[src/rtl/instr_fetcher.sv]
// rtl/instr_fetcher.sv - instruction fetch stage feeding the Decoder
// One outstanding memory request, one-entry output register, flush redirect via DROP.
module instr_fetcher #(
  parameter logic [31:0] RESET_PC = 32'h0
) (
  input  logic        clk,
  input  logic        rst,
  input  logic        rdy,
  output logic        mem_req,
  output logic [31:0] mem_addr,
  input  logic        mem_valid,
  input  logic [31:0] mem_instr,
  output logic        instr_ready,
  output logic [31:0] instr_out,
  output logic [31:0] instr_addr_out,
  input  logic        dec_accept,
  input  logic        instr_issued,
  input  logic [31:0] predict_pc,
  input  logic        rob_clear,
  input  logic [31:0] clear_pc
);

  typedef enum logic [2:0] {
    S_REQ     = 3'd0,
    S_WAIT    = 3'd1,
    S_HOLD    = 3'd2,
    S_WAIT_PC = 3'd3,
    S_DROP    = 3'd4
  } state_t;

  state_t      state_q, state_d;
  logic [31:0] pc_q, pc_d;
  logic        mem_req_q, mem_req_d;
  logic [31:0] mem_addr_q, mem_addr_d;
  logic        instr_ready_q, instr_ready_d;
  logic [31:0] instr_out_q, instr_out_d;
  logic [31:0] instr_addr_out_q, instr_addr_out_d;

  always_comb begin
    state_d          = state_q;
    pc_d             = pc_q;
    mem_req_d        = mem_req_q;
    mem_addr_d       = mem_addr_q;
    instr_ready_d    = instr_ready_q;
    instr_out_d      = instr_out_q;
    instr_addr_out_d = instr_addr_out_q;
    if (rdy) begin
      if (rob_clear) begin
        // A request still in flight must be drained before the new PC can be fetched.
        pc_d          = clear_pc;
        instr_ready_d = 1'b0;
        if (mem_req_q && !mem_valid) begin
          state_d = S_DROP;
        end else begin
          mem_req_d = 1'b0;
          state_d   = S_REQ;
        end
      end else begin
        case (state_q)
          S_REQ: begin
            mem_req_d  = 1'b1;
            mem_addr_d = pc_q;
            state_d    = S_WAIT;
          end
          S_WAIT: begin
            if (mem_valid) begin
              mem_req_d        = 1'b0;
              instr_out_d      = mem_instr;
              instr_addr_out_d = pc_q;
              instr_ready_d    = 1'b1;
              state_d          = S_HOLD;
            end
          end
          S_HOLD: begin
            if (dec_accept) begin
              instr_ready_d = 1'b0;
              state_d       = S_WAIT_PC;
            end
          end
          S_WAIT_PC: begin
            if (instr_issued) begin
              pc_d    = predict_pc;
              state_d = S_REQ;
            end
          end
          S_DROP: begin
            if (mem_valid) begin
              mem_req_d = 1'b0;
              state_d   = S_REQ;
            end
          end
          default: state_d = S_REQ;
        endcase
      end
    end
  end

  always_ff @(posedge clk or posedge rst) begin
    if (rst) begin
      state_q          <= S_REQ;
      pc_q             <= RESET_PC;
      mem_req_q        <= 1'b0;
      mem_addr_q       <= 32'h0;
      instr_ready_q    <= 1'b0;
      instr_out_q      <= 32'h0;
      instr_addr_out_q <= 32'h0;
    end else begin
      state_q          <= state_d;
      pc_q             <= pc_d;
      mem_req_q        <= mem_req_d;
      mem_addr_q       <= mem_addr_d;
      instr_ready_q    <= instr_ready_d;
      instr_out_q      <= instr_out_d;
      instr_addr_out_q <= instr_addr_out_d;
    end
  end

  assign mem_req        = mem_req_q;
  assign mem_addr       = mem_addr_q;
  assign instr_ready    = instr_ready_q;
  assign instr_out      = instr_out_q;
  assign instr_addr_out = instr_addr_out_q;

endmodule

[config.mk]
export PLATFORM = sky130hd
export DESIGN_NAME = instr_fetcher
export DESIGN_NICKNAME = d
export VERILOG_FILES = /design/src/rtl/instr_fetcher.sv
export SDC_FILE = /design/constraint.sdc
export NUM_CORES = 1
export LEC_CHECK = 0
export BUFFER_PORTS_ARGS = -buffer_cell sky130_fd_sc_hd__buf_2
export CORE_ASPECT_RATIO = 0.8
export CORE_MARGIN = 2
export CORE_UTILIZATION = 35
export CTS_BUF_LIST = sky130_fd_sc_hd__clkbuf_16
export CTS_CLUSTER_SIZE = 12
export DETAILED_ROUTE_END_ITERATION = 8
export HOLD_SLACK_MARGIN = 0.02
export PLACE_DENSITY_LB_ADDON = 0.3
export SYNTH_ARGS = -nofsm -noshare
export SYNTH_HDL_FRONTEND = slang
export SYNTH_SLANG_ARGS = --single-unit
[constraint.sdc]
create_clock -name clk -period 6.3 [get_ports clk]
set_input_delay 0.945 -clock clk [delete_from_list [all_inputs] [get_ports clk]]
set_output_delay 0.945 -clock clk [all_outputs]
set_load 0.05 [all_outputs]
==> results.tsv <==
stage	metric	value	unit
sta	crit share post-route	46.6	%
grt	total global-route track usage	16.2	%
sta	RSZ-0062 raised after global routing	no	
yosys	synth warn	0	
power	pwr dens	585	nW/um^2
grt	first-pass GRT wire length	21600	um
yosys	Synth Instances	395	
floorplanning	die height	117	um
grt	GR Util met1	21.8	%
clocking	# H-tree levels	4	
detailed_routing	Detailed Route Iter0 Violations	179	
detailed_routing	drt via density	4.78	
floorplanning	IO Count	201	
detailed_routing	WL/cell	16.1	um
flow_run	Max Cap Viol	0	
sta	clock skew	0.00459	ns
worst_setup_path	Buf/Inv on CP	2	
cells_and_area	NumNets Final	688	
clocking	Max Buffers Root-to-Sink	2	
grt	GRT Residual Overflow	0	
sta	Max Freq	0.341	GHz
place	GPL Wtd Cong	0.745	
hold_path	Hold Crit Class	reg -> reg	
worst_setup_path	CP max stage cell	buf_2	
detailed_routing	ANT nets after route	0	
power	Final Power	4.28	mW
sta	Slew headroom	32.5	%
floorplanning	Initial Util	35.7	%
yosys	count of different cell masters after synthesis	34	
cells_and_area	most frequent cells in the layout	200 x buf_2, 133 x dfrtp_1, 86 x mux2_2	
grt	GR Layer Usage met2	24.7	%
worst_setup_path	CP max FO	65	
clocking	clk sinks	133	
sta	setup violators final	0	
yosys	post-synth net total	498	
grt	largest net degree at the start of global routing	75	
status	status	finished clean	
place	Port Buffers	200	
floorplanning	Core Rows	41	
cells_and_area	area of the multi-input gates	2060	sq um
clocking	CTS tree	done	
yosys	ys flop type	dfrtp_1	
worst_setup_path	WP data arrival	3.24	ns
worst_setup_path	Req. time, crit path	6.60	ns
detailed_routing	vias	3895	
grt	initial antenna violation count	1	
worst_setup_path	Crit Path Category	in -> reg	
worst_setup_path	cells along the critical path	buf_2 -> nand3_2 -> nor4_4 -> buf_4 -> mux2_2	
clocking	register clock-pin slew on the reported worst setup and hold paths	0.06	ns
sta	max-slew violation count	0	
grt	M3 GR Usage	5.14	%
cells_and_area	final core occ	46.5	%
power	LEAKAGE	3.36	nW
sta	Worst Max-Slew Pin Slew	1.01	ns
detailed_routing	detailed-route DRC error count	0	
worst_setup_path	Crit path largest cell delay	0.74	ns
yosys	Mapped Area	5620	sq um
sta	Final min period	2.94	ns
grt	vias in the first global route	4081	
worst_setup_path	Top delay family on crit path	buffers and inverters	
yosys	Yosys reg bits	133	
yosys	fraction of registers with async set/reset	100	%
clocking	cts hold-fix bufs	0	
yosys	sequential cell area fraction in the yosys report	59.2	%
clocking	Clock Root Buffer	clkbuf_16	
cells_and_area	area occupied by registers	3330	sq um
floorplanning	die area	17100	sq um
worst_setup_path	Worst setup EP type	register	
place	HPWL after DPL	8540	um
clocking	CTS buffer count	17	
worst_setup_path	CP startpoint kind	input port	
clocking	Post-CTS Resized	0	
sta	final hold violations	0	
grt	grt peak-use layer	met2	
cells_and_area	fillers	1436	
clocking	Setup Buffers After CTS	0	
cells_and_area	layout cells sized above 1	54.8	%
floorplanning	core region area	15700	sq um
cells_and_area	Area Overhead vs Synth	30.4	%
clocking	clk_lat worst skew	0.42	ns
floorplanning	chip width	146	um
cells_and_area	commonest non-fill, non-tap cell in the layout	buf_2	
detailed_routing	DR pass1 iterations	4	
sta	Post-Route Setup TNS	0	ns
power	Max VDD drop	0.352	mV
detailed_routing	Total Routed Length	13100	um
yosys	number of flops mapped to enable cells by yosys	0	
yosys	Syn Area/Cell	14.2	sq um
cell usage after synthesis, types with 3 or more instances:
library cell / n / area share (%)
inv_1: 5 / 0.33
dfrtp_1: 133 / 59
nor2_1: 5 / 0.33
a2bb2oi_1: 30 / 4.7
nand3_1: 3 / 0.27
o31ai_1: 30 / 4.0
clkbuf_1: 11 / 0.73
buf_2: 8 / 0.71
buf_6: 11 / 2.2
nand2_1: 3 / 0.20
o21ai_0: 5 / 0.45
nand2b_1: 30 / 3.3
mux2_2: 86 / 17
mux2_1: 10 / 2.0
through the flow:
| stage | setup WS (ns) | cells | hold slack [ns] | instance area (sq um) |
|---|---|---|---|---|
| 2_1_floorplan | 1.80 | 395 | 0.484 | 5620 |
| 3_3_place_gp | 2.98 | 781 | 0.462 | 6710 |
| 3_5_place_dp | 2.92 | 781 | 0.473 | 6710 |
| 4_1_cts | 3.36 | 813 | 0.486 | 7320 |
| 5_1_grt | 3.22 | 814 | 0.504 | 7320 |
| 6_report | 3.36 | 815 | 0.483 | 7330 |
kinds of logic after synthesis:
group                  after synthesis  share of synthesized area, %
flip-flops                         133                          59.2
XOR/XNOR                             1                         0.156
buffers and inverters               37                          4.25
multiplexers                        97                          19.4
AO/OA/AOI/OAI                       72                          10.1
AND/OR/NAND/NOR                     55                          6.81
worst reg2reg max path: stages (launching register included):
cell	delay, ns
dfrtp_1	0.63
nand4b_4	0.61
a21boi_4	1.00
a2bb2oi_1	0.23
final timing paths:
path	from	cells past startpoint	slack (ns)	endpoint
hold / removal	instr_out[4]	1	0.48	instr_out[4]
max in group asynchronous	rst	3	4.38	pc_q[0]
setup / recovery	rdy	5	3.36	instr_out[31]
min in group asynchronous	rst	2	0.59	instr_out[20]
setup reg to reg	state_q[0]	3	3.74	pc_q[30]
hold reg to reg	instr_out[4]	1	0.48	instr_out[4]
state kept, by name (all words and copies together), names as in the netlist:
| signal | count |
|---|---|
| instr_addr_out | 32 |
| instr_out | 32 |
| instr_ready | 1 |
| mem_addr | 32 |
| mem_req | 1 |
| pc_q | 32 |
| state_q | 3 |
power by group:
group	switching [mW]	leakage, nW	total, mW	internal, mW
sequential	0.183	1.54	1.37	1.19
clock	0.371	0.301	1.03	0.657
combinational	1.39	1.52	1.88	0.494
total	1.94	3.36	4.28	2.34
area by class of cell:
type	count	share of cell area (%)
inverter	5	0.324
tap	215	3.67
timing repair buffer	203	14.0
antenna	2	0.0683
sequential	133	45.4
multi-input combinational	225	28.2
clock buffer	17	5.81
clock inverter	15	2.58
metal layers:
layer | up-vias | routed length [um]
li1 | 1831 | -
met1 | 1912 | 6200
met2 | 138 | 5980
met4 | 0 | 214
met3 | 14 | 728
met5 | - | 0
(Power assumes the default switching activity.)
